<file path="config.mk">
export PLATFORM = sky130hd
export DESIGN_NAME = pc_fetch_sequencer
export DESIGN_NICKNAME = d
export VERILOG_FILES = /design/src/rtl/pc_fetch_pkg.sv /design/src/rtl/pc_fetch_sequencer.sv
export SDC_FILE = /design/constraint.sdc
export NUM_CORES = 1
export LEC_CHECK = 0
export ABC_AREA = 1
export CORE_MARGIN = 2
export CORE_UTILIZATION = 45
export DETAILED_ROUTE_END_ITERATION = 8
export PLACE_DENSITY = 0.85
export SYNTH_ARGS = -nofsm -noshare
export SYNTH_HDL_FRONTEND = slang
export SYNTH_SLANG_ARGS = --single-unit
export TNS_END_PERCENT = 50
</file>
<file path="constraint.sdc">
create_clock -name clk -period 3.8 [get_ports clk]
set_clock_uncertainty 0.1 [all_clocks]
set_input_delay 1.14 -clock clk [delete_from_list [all_inputs] [get_ports clk]]
set_output_delay 1.14 -clock clk [all_outputs]
set_load 0.1 [all_outputs]
</file>
<file path="src/rtl/pc_fetch_pkg.sv">
// Shared types and constants for the PC fetch sequencer.
package pc_fetch_pkg;

   typedef enum logic [1:0] {
      INIT,
      REQ,
      WAIT,
      HALT
   } state_t;

   localparam logic [31:0] DEFAULT_RESET_VECTOR = 32'h0000_0000;
   localparam int unsigned DEFAULT_INCR         = 4;
   localparam logic [1:0]  ALIGN_MASK           = 2'b11;

endpackage

</file>
<file path="src/rtl/pc_fetch_sequencer.sv">
// Next-PC and fetch-request controller sitting in front of the PC register.
// Issues one fetch per cycle when memory keeps up; redirects flush the pending request.
module pc_fetch_sequencer
   import pc_fetch_pkg::*;
#(
   parameter logic [31:0] RESET_VECTOR = DEFAULT_RESET_VECTOR,
   parameter int unsigned INCR         = DEFAULT_INCR,
   parameter int unsigned CNT_W        = 16
) (
   input  logic             clk,
   input  logic             reset,
   input  logic [31:0]      pc_q,
   output logic [31:0]      pc_d,
   output logic             pc_en,
   output logic             fetch_valid,
   output logic [31:0]      fetch_addr,
   input  logic             fetch_ready,
   input  logic             stall,
   input  logic             redirect_valid,
   input  logic [31:0]      redirect_target,
   output logic             misalign_err,
   output logic [CNT_W-1:0] fetch_count
);

   localparam logic [31:0] INCR_W = 32'(INCR);

   state_t      state;
   state_t      stateNext;
   logic        validNext;
   logic [31:0] addrNext;
   logic        errNext;
   logic        accept;
   logic        misaligned;

   assign accept     = fetch_valid && fetch_ready;
   assign misaligned = (redirect_target[1:0] & ALIGN_MASK) != 2'b00;

   // Next-state and PC decode; a redirect outranks both stall and sequential issue
   always_comb begin
      stateNext = state;
      validNext = fetch_valid;
      addrNext  = fetch_addr;
      errNext   = misalign_err;
      pc_d      = 32'h0;
      pc_en     = 1'b0;

      case (state)
         INIT: begin
            pc_d      = RESET_VECTOR;
            pc_en     = 1'b1;
            stateNext = REQ;
         end
         REQ, WAIT: begin
            if (redirect_valid) begin
               validNext = 1'b0;
               if (misaligned) begin
                  errNext   = 1'b1;
                  stateNext = HALT;
               end else begin
                  pc_d      = redirect_target;
                  pc_en     = 1'b1;
                  stateNext = REQ;
               end
            end else if ((state == REQ || accept) && !stall) begin
               addrNext  = pc_q;
               validNext = 1'b1;
               pc_d      = pc_q + INCR_W;
               pc_en     = 1'b1;
               stateNext = WAIT;
            end else if (state == WAIT && accept) begin
               validNext = 1'b0;
               stateNext = REQ;
            end
         end
         HALT: begin
            validNext = 1'b0;
         end
         default: stateNext = INIT;
      endcase

      if (reset) begin
         pc_d  = 32'h0;
         pc_en = 1'b0;
      end
   end

   // State and registered outputs; the accept counter wraps naturally
   always_ff @(posedge clk) begin
      if (reset) begin
         state        <= INIT;
         fetch_valid  <= 1'b0;
         fetch_addr   <= 32'h0;
         misalign_err <= 1'b0;
         fetch_count  <= '0;
      end else begin
         state        <= stateNext;
         fetch_valid  <= validNext;
         fetch_addr   <= addrNext;
         misalign_err <= errNext;
         if (accept) begin
            fetch_count <= fetch_count + 1'b1;
         end
      end
   end

endmodule

</file>
==> results of run 1 <==
==> Yosys cell counts, types with 3 or more instances <==
library cell	n
a21oi_1	63
ha_1	8
o211ai_1	4
o21bai_1	4
nand2_1	142
xor2_1	4
nand3_1	39
buf_2	3
nor3_1	3
nor2_1	109
nor2_2	3
inv_1	63
dfxtp_1	52
o21ai_0	47
clkbuf_1	7
nand4_1	4
buf_6	4
nor2_4	3
==> worst paths after layout <==
check,from,to,slack [ns],cells after the start
hold / removal,fetch_addr[1],fetch_addr[1],0.38,2
setup reg to reg,state[1],fetch_addr[9],1.68,11
hold reg to reg,fetch_addr[1],fetch_addr[1],0.38,2
setup / recovery,redirect_target[0],pc_d[8],0.02,8
==> through the flow <==
| stage | TNS, ns | hold WS (ns) |
|---|---|---|
| floorplan | -3.10 | 0.393 |
| global placement | -11.05 | 0.349 |
| detailed placement | -12.01 | 0.368 |
| CTS | -0.0265 | 0.383 |
| global route | -0.194 | 0.391 |
| finish | 0 | 0.384 |
==> metal layers <==
| metal | share of wire, % | routed length [microns] | vias to the layer above |
|---|---|---|---|
| met5 | 0 | 0 | - |
| met4 | 4.4 | 692 | 0 |
| met3 | 7.2 | 1130 | 72 |
| met2 | 49 | 7820 | 297 |
| met1 | 39 | 6180 | 2362 |
| li1 | - | - | 2332 |
==> sequential cells by signal (all words and copies together) (netlist names) <==
name / cells
fetch_valid: 1
fetch_addr: 32
misalign_err: 1
state: 2
fetch_count: 16
==> kinds of logic (layout without fill, tap and decap cells) <==
logic type | after synthesis | in the layout | synth area share, %
AO/OA/AOI/OAI | 126 | 126 | 19.4
XOR/XNOR | 4 | 4 | 1.00
adder cells (fa/ha/maj) | 8 | 8 | 2.86
buffers and inverters | 83 | 309 | 10.2
flip-flops | 52 | 52 | 29.8
AND/OR/NAND/NOR | 311 | 311 | 36.8
==> worst max-delay path, stage by stage <==
cell,delay [ns]
clkdlybuf4s15_1,0.17
or2_4,0.26
nor2_4,0.20
buf_6,0.17
buf_16,0.14
nand2_1,0.07
a21oi_2,0.18
buf_12,0.19
==> area by class of cell <==
type                            count  area [sq um]  area share [%]
Clock buffer                        5          68.8            1.04
Clock inverter                      3          27.5           0.416
Inverter                           64           245            3.71
Multi-Input combinational cell    449          2700            40.8
Sequential cell                    52          1040            15.7
Tap cell                          102           128            1.93
Timing Repair Buffer              237          2410            36.4
==> power groups by stage <==
stage / clock [mW] / combinational, mW / sequential (mW)
2_1_floorplan: 0 / 0.401 / 0.852
3_3_place_gp: 0 / 0.965 / 0.619
3_5_place_dp: 0 / 0.979 / 0.621
4_1_cts: 0.346 / 1.02 / 0.609
5_1_grt: 0.369 / 1.09 / 0.614
6_report: 0.346 / 1.05 / 0.610
==> what timing repair did <==
action	in CTS	in global routing
buffers inserted	7	3
gates resized for setup	143	74
pin swaps	42	37
setup endpoints to repair	32	26
cloned	4	0
==> flow_summary_export.csv, run 1 <==
group,metric,value,unit
critical_path,crit_path_end_kind,"primary output",
power,vdd_drop_max,0.000212,V
logic_synthesis,netlist_area,0.00350,sq mm
placed_design,dpl_cell_area,0.00604,sq mm
sta,timing.final.crit_share,99.3,%
clocking,cts-root-buf,"clkbuf_8",
global_routing,grt_pass1_vias,4992,
critical_path,path_class,"input pin to primary output",
layout,nets,886,
sta,fmax,265,MHz
flow_run,cap_violations,0,
sta,slew_violations,0,
global_routing,use_met2,63.4,%
global_routing,grt-busiest-layer,"met2",
logic_synthesis,synthCells,584,
power,p_total,2.00,mW
floorplanning,die_area,0.00850,sq mm
power,p_switching,0.956,mW
power,p_seq_share,30.5,%
clocking,cts_hold_buf,0,
floorplanning,core_area,0.00765,sq mm
global_routing,grt_use_met1,44.5,%
sta,fin_crit,3.78,ns
logic_synthesis,synth_area_leaders,"dfxtp_1 (30%), nand2_1 (15%), nor2_1 (12%)",
logic_synthesis,yosysTopAreaCell,"dfxtp_1",
sta,maxSlewHeadroom,74.1,%
layout,final_area,0.00662,sq mm
floorplanning,rows,32,
route,ant_nets,0,
layout,final_common_cell,"buf_4",
layout,utilization,86.6,%
floorplanning,ios,152,
sta,tightest_slew,0.389,ns
power,p_sw_share,47.8,%
layout,syn_to_final_growth,89.2,%
clocking,cts_buffer_depth,2,
global_routing,grtUsageTotal,36.1,%
placed_design,gp_congestion,0.902,
route,drc,0,
logic_synthesis,ys_seq_elements,52,
global_routing,grt_max_degree,44,
global_routing,grt_antenna_before_repair,0,
route,drt-wirelength-per-cell,17.3,microns
sta,fin_ws,0.0250,ns
floorplanning,start_util,45.7,%
logic_synthesis,synthArstFlopShare,0,%
layout,drive_gt1_share,41.2,%
logic_synthesis,synth-main-ff-cell,"dfxtp_1",
critical_path,critPathLaunchType,"input pin",
logic_synthesis,syn_nets,661,
placed_design,pre_cts_ws,-0.594,ns
logic_synthesis,synth_cell_types,32,
logic_synthesis,ys_warn_count,0,
layout,antenna_cells,0,
placed_design,dp_cells,890,
critical_path,crit_arrival,2.54,ns
route,routed-via-count,5063,
route,wirelength,15800,microns
power,p_int,1.05,mW
clocking,cts.sinks,52,
logic_synthesis,ys_seq_area_share,29.8,%
sta,rsz0062_at_grt,"yes",
critical_path,required,2.56,ns
critical_path,path_max_fanout,7,
clocking,clkLatencyLatePin,0.31,ns
layout,fillers,407,
logic_synthesis,synth_edf_count,0,
global_routing,grt_use_met3,5.67,%
clocking,cts_made_buffers,5,
logic_synthesis,synth_top_area_share,29.8,%
placed_design,portBuffers,151,
sta,setup_viol,0,
status,status,"completed",
floorplanning,dieWidth,92.2,microns
floorplanning,die_y,92.2,microns
sta,finalHoldViolations,0,
power,clock_power_share,17.3,%
placed_design,dp_hpwl,11200,microns
power,power_frac_comb,52.2,%
power,leakagePower,2.79,nW
global_routing,grt_pass1_wl,24400,microns
layout,instances_no_fill,912,
logic_synthesis,syn_area_per_cell,5.99,sq um
clocking,clkTransAtPathRegs,0.10,ns
global_routing,gr-total-overflow,0,
clocking,cts_tree,"built",
clocking,cts.htree.levels,2,
layout,final_cell_mix,"buf_4 (126), nand2_1 (106), nor2_1 (76)",
route,dr.pass1.iters,5,
route,dr.first_iter.drc_count,334,
route,viasPerCell,5.55,
hold_path,hp-class,"flop to flop",
power,p_per_area,302,mW/mm^2
Note: power is estimated with default switching activity, not from simulation.
==> inputs of run 2 (changes only) <==
==> constraint.sdc (replaced) <==
create_clock -name clk -period 3.8 [get_ports clk]
set_clock_uncertainty 0.1 [all_clocks]
set_input_delay 1.14 -clock clk [delete_from_list [all_inputs] [get_ports clk]]
set_output_delay 1.14 -clock clk [all_outputs]
set_load 0.005 [all_outputs]
==> run 2 against run 1 <==
Die area stayed put. Count of clock-buffer cells in the layout is 1 higher. Highest routed layer unchanged. Non-clock buffer count is 34 higher. Critical path depth is 3 higher. Worst setup slack worse by 0.17 ns. Final area is 3.8% lower. Sequential power hardly changed. The run now ends with negative setup slack left. First-iteration DRC count is 95% higher. Power is 18% lower.
==> flow_summary_export.csv, run 2 (same netlist as run 1, synthesis figures left out) <==
group,metric,value,unit
status,status,"finished with violations",
status,violations,"negative setup slack",
floorplanning,die_y,92.2,microns
sta,hold_slack,0.407,ns
clocking,cts.htree.levels,2,
clocking,cts_made_buffers,5,
power,leakagePower,2.79,nW
critical_path,path_class,"input pin to primary output",
global_routing,grt_antenna_before_repair,0,
sta,setup_viol,9,
clocking,clkTransAtPathRegs,0.10,ns
route,met1Wirelength,6280,microns
critical_path,path_max_fanout,4,
sta,fmax,253,MHz
clocking,clkLatencyLatePin,0.31,ns
route,drt-wirelength-per-cell,18.7,microns
power,vdd_drop_max,0.000182,V
route,wirelength,17700,microns
route,dr_wl_met2,7880,microns
placed_design,dpl_cell_area,0.00570,sq mm
layout,syn_to_final_growth,82.0,%
sta,rsz0062_at_grt,"yes",
sta,tightest_slew,0.442,ns
layout,final_cell_mix,"nand2_1 (116), buf_4 (104), clkdlybuf4s50_1 (84)",
global_routing,grtUsageTotal,35.9,%
route,routed-via-count,5582,
global_routing,grt_max_degree,46,
critical_path,crit_path_end_kind,"primary output",
route,highest_layer,"met4",
route,dr.first_iter.drc_count,652,
layout,final_common_cell,"nand2_1",
layout,largest_reg_flops,32,
floorplanning,ios,152,
critical_path,critPathLaunchType,"input pin",
route,ant_nets,0,
critical_path,crit_arrival,2.71,ns
layout,utilization,83.2,%
sta,slew_violations,0,
layout,reg_top3,"fetch_addr (32), fetch_count (16), state (2)",
placed_design,portBuffers,151,
sta,fin_ws,-0.147,ns
sta,finalHoldViolations,0,
critical_path,required,2.56,ns
clocking,cts.sinks,52,
route,viasPerCell,5.90,
layout,fillers,466,
floorplanning,start_util,45.7,%
floorplanning,core_area,0.00765,sq mm
hold_path,hp-class,"flop to flop",
flow_run,cap_violations,0,
layout,final_area,0.00637,sq mm
floorplanning,dieWidth,92.2,microns
floorplanning,die_area,0.00850,sq mm
layout,nets,920,
floorplanning,rows,32,
layout,drive_gt1_share,32.1,%
sta,tns,-0.361,ns
route,drc,0,
global_routing,grt_pass1_wl,24300,microns
clocking,cts_buffer_depth,2,
global_routing,gr-total-overflow,0,
clocking,cts_tree,"built",
power,p_per_area,259,mW/mm^2
route,dr.pass1.iters,6,
sta,fin_crit,3.95,ns
route,wl_met3,2060,microns
global_routing,grt_pass1_vias,5144,
sta,timing.final.crit_share,104,%
power,p_total,1.65,mW
layout,antenna_cells,0,
placed_design,dp_hpwl,10200,microns
sta,maxSlewHeadroom,70.6,%
clocking,cts-root-buf,"clkbuf_8",
placed_design,gp_congestion,0.957,
layout,top_register,"fetch_addr",
clocking,cts_hold_buf,0,
[run 2: per-stage QoR]
step / std cells / worst slack [ns]
finish: 946 / -0.147
global route: 946 / -0.173
CTS: 936 / -0.0804
detailed placement: 903 / -0.735
global placement: 903 / -0.699
floorplan: 584 / 0.486
[run 2: layout make-up]
type / count / area [sq um] / share of cell area [%]
Timing Repair Buffer: 271 / 2380 / 37.4
Tap cell: 102 / 128 / 2.00
Multi-Input combinational cell: 449 / 2440 / 38.4
Sequential cell: 52 / 1040 / 16.4
Clock inverter: 2 / 38.8 / 0.609
Clock buffer: 6 / 82.6 / 1.30
Inverter: 64 / 250 / 3.93
[run 2: worst paths after layout]
path | from | endpoint | slack (ns) | cells past startpoint
setup / recovery | pc_q[3] | pc_d[21] | -0.15 | 11
hold / removal | fetch_count[3] | fetch_count[3] | 0.41 | 1
setup reg to reg | state[1] | fetch_addr[7] | 1.43 | 11
hold reg to reg | fetch_count[3] | fetch_count[3] | 0.41 | 1
[run 2: what timing repair did]
action                     CTS  global route
setup endpoints to repair   33            22
pin swaps                   29            26
cloned                       4             0
buffers inserted            21            11
resized for setup          216            91
[run 2: routing by layer]
layer / track usage, % / vias to the layer above
li1: - / 2397
met1: 41.9 / 2480
met2: 61.5 / 535
met3: 6.66 / 170
met4: 19.9 / 0
met5: 0 / -
[run 2: worst max-delay path, cell delays in order]
cell	delay, ns
buf_2	0.13
buf_4	0.13
nand2_2	0.08
nor2_4	0.18
buf_6	0.14
nand3_4	0.15
nor2_1	0.27
nand2_1	0.15
nand3_1	0.13
a21oi_1	0.07
buf_2	0.13
[run 2: power breakdown]
group	switching [mW]	internal (mW)
logic	0.328	0.294
registers	0.0289	0.584
clock network	0.201	0.216
total	0.557	1.09
